==> src/rtl/icache_ro_if.sv <==
// Fetch-port and instruction-memory-port signals of the read-only instruction cache.
// The cache takes the slave modport; the fetch stage and memory side take master.
interface icache_ro_if;
  logic         proc_read;
  logic         proc_write;
  logic [29:0]  proc_addr;
  logic [31:0]  proc_wdata;
  logic [31:0]  proc_rdata;
  logic         proc_stall;
  logic         mem_read;
  logic         mem_write;
  logic [27:0]  mem_addr;
  logic [127:0] mem_wdata;
  logic [127:0] mem_rdata;
  logic         mem_ready;

  modport slave (
    input  proc_read, proc_write, proc_addr, proc_wdata, mem_rdata, mem_ready,
    output proc_rdata, proc_stall, mem_read, mem_write, mem_addr, mem_wdata
  );

  modport master (
    output proc_read, proc_write, proc_addr, proc_wdata, mem_rdata, mem_ready,
    input  proc_rdata, proc_stall, mem_read, mem_write, mem_addr, mem_wdata
  );
endinterface

==> src/rtl/icache_ro.sv <==
// Direct-mapped read-only instruction cache: same-cycle hits, 4-word block refill
// on a miss with the fetch port stalled until memory answers.
module icache_ro #(
  parameter int NUM_BLOCKS = 8
) (
  input  logic       clk,
  input  logic       rst_n,
  icache_ro_if.slave bus
);
  localparam int IDX  = $clog2(NUM_BLOCKS);
  localparam int TAGW = 28 - IDX;

  typedef enum logic {IDLE, FETCH} state_t;

  state_t                state;
  logic [NUM_BLOCKS-1:0] valid;
  logic [TAGW-1:0]       tags  [NUM_BLOCKS];
  logic [127:0]          lines [NUM_BLOCKS];

  logic [IDX-1:0]  idx;
  logic [TAGW-1:0] tag;
  logic [1:0]      offset;
  logic [127:0]    line_data;
  logic            hit;
  logic            fill;

  assign offset    = bus.proc_addr[1:0];
  assign idx       = bus.proc_addr[IDX+1:2];
  assign tag       = bus.proc_addr[29:IDX+2];
  assign line_data = lines[idx];
  assign hit       = bus.proc_read && valid[idx] && (tags[idx] == tag);
  assign fill      = (state == FETCH) && bus.mem_ready;

  assign bus.proc_rdata = line_data[{offset, 5'd0} +: 32];
  assign bus.proc_stall = (state == FETCH) || (bus.proc_read && !hit);
  assign bus.mem_addr   = bus.proc_addr[29:2];
  assign bus.mem_write  = 1'b0;
  assign bus.mem_wdata  = '0;

  // Write data never reaches the array; the cache has no store path.
  wire unused_write_path = &{1'b0, bus.proc_write, bus.proc_wdata};

  // Control FSM; an async reset clears state so an in-flight refill cannot land.
  always_ff @(posedge clk or negedge rst_n) begin
    if (!rst_n) begin
      state        <= IDLE;
      valid        <= '0;
      bus.mem_read <= 1'b0;
    end else begin
      case (state)
        IDLE: begin
          if (bus.proc_read && !hit) begin
            state        <= FETCH;
            bus.mem_read <= 1'b1;
          end
        end
        FETCH: begin
          if (bus.mem_ready) begin
            valid[idx]   <= 1'b1;
            state        <= IDLE;
            bus.mem_read <= 1'b0;
          end
        end
        default: begin
          state        <= IDLE;
          bus.mem_read <= 1'b0;
        end
      endcase
    end
  end

  // Tag and data arrays are plain storage; the valid bits alone make them meaningful.
  always_ff @(posedge clk) begin
    if (fill) begin
      tags[idx]  <= tag;
      lines[idx] <= bus.mem_rdata;
    end
  end
endmodule

==> src/flat_wrapper.sv <==
// flat-port wrapper written by rule: the top's interface ports become plain ports
module icache_ro_flat 
#(
  parameter int NUM_BLOCKS = 8
)
  (clk, rst_n, bus_proc_read, bus_proc_write, bus_proc_addr, bus_proc_wdata, bus_mem_rdata, bus_mem_ready, bus_proc_rdata, bus_proc_stall, bus_mem_read, bus_mem_write, bus_mem_addr, bus_mem_wdata);
  icache_ro_if bus_i ();
  input  logic clk;
  input  logic rst_n;
  input wire logic [$bits(bus_i.proc_read)-1:0] bus_proc_read;
  input wire logic [$bits(bus_i.proc_write)-1:0] bus_proc_write;
  input wire logic [$bits(bus_i.proc_addr)-1:0] bus_proc_addr;
  input wire logic [$bits(bus_i.proc_wdata)-1:0] bus_proc_wdata;
  input wire logic [$bits(bus_i.mem_rdata)-1:0] bus_mem_rdata;
  input wire logic [$bits(bus_i.mem_ready)-1:0] bus_mem_ready;
  output wire logic [$bits(bus_i.proc_rdata)-1:0] bus_proc_rdata;
  output wire logic [$bits(bus_i.proc_stall)-1:0] bus_proc_stall;
  output wire logic [$bits(bus_i.mem_read)-1:0] bus_mem_read;
  output wire logic [$bits(bus_i.mem_write)-1:0] bus_mem_write;
  output wire logic [$bits(bus_i.mem_addr)-1:0] bus_mem_addr;
  output wire logic [$bits(bus_i.mem_wdata)-1:0] bus_mem_wdata;
  assign bus_i.proc_read = bus_proc_read;
  assign bus_i.proc_write = bus_proc_write;
  assign bus_i.proc_addr = bus_proc_addr;
  assign bus_i.proc_wdata = bus_proc_wdata;
  assign bus_i.mem_rdata = bus_mem_rdata;
  assign bus_i.mem_ready = bus_mem_ready;
  assign bus_proc_rdata = bus_i.proc_rdata;
  assign bus_proc_stall = bus_i.proc_stall;
  assign bus_mem_read = bus_i.mem_read;
  assign bus_mem_write = bus_i.mem_write;
  assign bus_mem_addr = bus_i.mem_addr;
  assign bus_mem_wdata = bus_i.mem_wdata;
  icache_ro #(.NUM_BLOCKS(NUM_BLOCKS)) u_core (.clk(clk), .rst_n(rst_n), .bus(bus_i));
endmodule
==> config.mk <==
export PLATFORM = sky130hd
export DESIGN_NAME = icache_ro_flat
export DESIGN_NICKNAME = d
export VERILOG_FILES = /design/src/rtl/icache_ro_if.sv /design/src/rtl/icache_ro.sv /design/src/flat_wrapper.sv
export SDC_FILE = /design/constraint.sdc
export NUM_CORES = 1
export LEC_CHECK = 0
export CELL_PAD_IN_SITES_DETAIL_PLACEMENT = 0
export CELL_PAD_IN_SITES_GLOBAL_PLACEMENT = 1
export CORE_AREA = 2 2 571 289
export CTS_BUF_LIST = sky130_fd_sc_hd__clkbuf_4
export DETAILED_ROUTE_END_ITERATION = 16
export DIE_AREA = 0 0 573 291
export HOLD_SLACK_MARGIN = 0.15
export MAX_ROUTING_LAYER = met4
export PLACE_DENSITY = 0.55
export SYNTH_ARGS = -nofsm -noshare
export SYNTH_HDL_FRONTEND = slang
export SYNTH_SLANG_ARGS = --single-unit
==> constraint.sdc <==
create_clock -name clk -period 33.8 [get_ports clk]
set_input_delay 6.76 -clock clk [delete_from_list [all_inputs] [get_ports clk]]
set_output_delay 6.76 -clock clk [all_outputs]
set_load 0.005 [all_outputs]
==> flow_metrics.env <==
export IMPL_cts_clk_slew_worst_paths_ns=0.06
export IMPL_dp_hpwl_mm=78.5
export IMPL_coreArea_um2=162000
export IMPL_status="finished, final reports clean"
export IMPL_post_route_drc_count=0
export IMPL_synthXorXnorAreaFrac_pct=0.218
export IMPL_cts_made_buffers=315
export IMPL_syn_area_um2=48300
export IMPL_pre_cts_slack_ns=15.22
export IMPL_syn_inst=2802
export IMPL_clk_latency_ns=1.17
export IMPL_r2r_end="u_core.lines[2][58]$_DFFE_PP_"
export IMPL_fin_skew_ns=0.0730
export IMPL_drive_gt1_share_pct=20.0
export IMPL_power_density_nw_per_um2=55.8
export IMPL_first_pass_iters=7
export IMPL_power_frac_clock_pct=38.4
export IMPL_critPathCaptureType="output port"
export IMPL_crit_slowest_cell="and3b_4"
export IMPL_ys_types=59
export IMPL_fin_crit_sh_pct=55.0
export IMPL_grt_total_usage_pct=17.8
export IMPL_die_w_um=573
export IMPL_sw_frac_of_total_pct=23.7
export IMPL_seq_area_um2=37000
export IMPL_root_buffer="clkbuf_4"
export IMPL_yosys_warnings=0
export IMPL_worstPathArrival_ns=11.83
export IMPL_critical_path_cell_chain="buf_8, buf_4, and3b_4, buf_4, a22oi_1, nand3_1, a221oi_1, o21ai_0, o21ai_0, o21ai_0, clkdlybuf4s50_1"
export IMPL_fin_crit_ns=18.59
export IMPL_vias_per_cell=4.88
export IMPL_crit_path_start_kind="primary input"
export IMPL_cts_htree_levels=5
export IMPL_layout_setup_ws_ns=15.21
export IMPL_drt_iter0_drc=2636
export IMPL_synth_seq_area_share_pct=76.6
export IMPL_grt_pass1_vias=26600
export IMPL_cts_hold_buf=0
export IMPL_maxCapViolations=0
export IMPL_slew_headroom_pct=15.9
export IMPL_ys_async_sr_fraction_pct=0.810
export IMPL_synth_top_family_by_area="compound AO/OA/AOI/OAI gates"
export IMPL_r2r_start="u_core.state$_DFF_PN0_"
export IMPL_dieArea_um2=167000
export IMPL_critPathBufInv=4
export IMPL_setup_tns_ns=0
export IMPL_combinationalPowerShare_pct=6.8
export IMPL_drv_slew=0
export IMPL_synth_seq_cells=1234
export IMPL_yosys_area_share_simple_pct=3.09
export IMPL_start_util_pct=29.7
export IMPL_p_int_w=0.00239
export IMPL_syn_to_final_growth_pct=16.2
export IMPL_fmaxAchievable_mhz=53.8
export IMPL_r2r_cells=5
export IMPL_nNetsFinal=3394
export IMPL_setup_viol=0
export IMPL_slowest_delay_ns=0.92
export IMPL_grt_pass1_wl_mm=206
export IMPL_ant_nets=0
export IMPL_peakVddDrop_v=0.0000359
export IMPL_num_vias=27300
export IMPL_finalWirelength_mm=147
export IMPL_ioPinCount=386
export IMPL_io_buffers=223
export IMPL_routabilityCongestion=0.719
export IMPL_multi_input_area_um2=9930
export IMPL_path_class="primary input to output port"
export IMPL_cts_tree="yes"
export IMPL_row_count=105
export IMPL_cp_common_cell="o21ai_0"
export IMPL_rsz0062_at_grt="false"
export IMPL_synth_edf_count=1224
export IMPL_worstMarginPinSlew_ns=1.26
export IMPL_p_sw_w=0.000741
export IMPL_synthFlopType="edfxtp_1"
export IMPL_synth_mux_area_fraction_pct=7.19
export IMPL_clockBufferDepth=4
export IMPL_die_h_um=291
export IMPL_setup_worst_path_start="bus_proc_addr[4]"
export IMPL_cts_sinks=1234
export IMPL_gr_total_overflow=0
export IMPL_cp_max_fo=79
export IMPL_final_common_cell="edfxtp_1"
export IMPL_ff2ff_setup_slack_ns=29.90
export IMPL_grt_max_degree=119
export IMPL_layout_common_cells="1224 x edfxtp_1, 431 x clkbuf_4, 218 x clkdlybuf4s50_1"
export IMPL_synth_compound_area_share_pct=8.82
export IMPL_critical_path_endpoint="bus_proc_rdata[15]"
export IMPL_cp_data_required_time_ns=27.04
export IMPL_post_cts_buffers=0
export IMPL_fillers=15600
export IMPL_cp_depth=11
export IMPL_cts_resized=0
export IMPL_antenna_found_initial=47
export IMPL_hp_class="flop to flop"
export IMPL_finalHoldViolCount=0
export IMPL_route_detailed_wl_per_inst_um=26.3
export IMPL_power_frac_seq_pct=54.7
export IMPL_cp_top_family="buffers and inverters"
export IMPL_synth_area_per_cell_um2=17.2
export IMPL_synthAdderAreaFrac_pct=0
export IMPL_leakage_nw=18.2
## flip-flops by register name (all words and copies together) (netlist names)
register             cells
u_core.lines          1024
u_core.valid             8
u_core.tags            200
u_core.bus.mem_read      1
u_core.state             1
## worst min path at each step
stage,startpoint,endpoint,slack [ns],cells past startpoint
global route,u_core.valid[0]$_DFFE_PN0P_,u_core.valid[0]$_DFFE_PN0P_,0.48,1
detailed placement,u_core.valid[4]$_DFFE_PN0P_,u_core.valid[4]$_DFFE_PN0P_,0.45,1
finish,u_core.valid[5]$_DFFE_PN0P_,u_core.valid[5]$_DFFE_PN0P_,0.47,1
CTS,u_core.valid[4]$_DFFE_PN0P_,u_core.valid[4]$_DFFE_PN0P_,0.47,1
floorplan,u_core.valid[4]$_DFFE_PN0P_,u_core.valid[4]$_DFFE_PN0P_,0.43,1
global placement,u_core.valid[2]$_DFFE_PN0P_,u_core.valid[2]$_DFFE_PN0P_,0.45,1
## logic make-up after synthesis
| logic type | count (synthesis) |
|---|---|
| buf+inv | 332 |
| simple gates | 332 |
| other cells | 1 |
| mux | 278 |
| xor+xnor | 12 |
| flops | 1234 |
| compound gates | 613 |
## synth_stat cells (62+ instances only)
library cell | instances | area share [%]
a21oi_1 | 135 | 1.4
a221oi_1 | 63 | 1.1
a22oi_1 | 123 | 1.9
buf_2 | 62 | 0.64
buf_4 | 160 | 2.5
clkbuf_1 | 92 | 0.72
edfxtp_1 | 1224 | 76
mux2_2 | 89 | 2.1
mux2i_1 | 145 | 3.0
nand2_1 | 101 | 0.79
nor2_1 | 114 | 0.89
o21ai_0 | 106 | 1.1
## worst reg2reg max path: cells and delay by family (launching register included)
family	cells	cell delay, ns
DFF	1	0.58
buffers and inverters	3	2.47
and+or+nand+nor	2	0.42
## stage by stage
stage	cells	power (W)	util [%]	instance area [um2]	hold slack, ns
6_report	5599	0.00313	34.6	56100	0.466
5_1_grt	5598	0.00326	34.6	56100	0.483
4_1_cts	5568	0.00317	34.5	56000	0.467
3_5_place_dp	5075	0.00196	32.3	52500	0.452
3_3_place_gp	5075	0.00196	32.3	52500	0.446
2_1_floorplan	2930	0.00186	-	48800	0.434
## area by class of cell
cell class | instances | share of cell area (%)
repair buffers | 280 | 4.96
well taps | 2193 | 4.89
multi-input cells | 1364 | 17.7
flip-flops and latches | 1234 | 66.0
diodes | 31 | 0.138
clock inverters | 62 | 0.571
inverters | 4 | 0.0268
clock buffers | 431 | 5.77
## power by group through the flow
stage / clock network, W / logic [W] / registers [W]
global route: 0.00132 / 0.000230 / 0.00171
finish: 0.00120 / 0.000214 / 0.00171
CTS: 0.00125 / 0.000216 / 0.00171
detailed placement: 0 / 0.000216 / 0.00175
floorplan: 0 / 0.000111 / 0.00175
global placement: 0 / 0.000215 / 0.00175
## metal layers
| metal | vias to the layer above | global-route usage, % | routed length [um] |
|---|---|---|---|
| met5 | - | - | 0 |
| met4 | 0 | 4.72 | 2240 |
| met3 | 214 | 5.34 | 12500 |
| met2 | 1017 | 24.7 | 63400 |
| met1 | 14100 | 25.1 | 69200 |
| li1 | 12000 | - | - |
(Power assumes the default switching activity.)
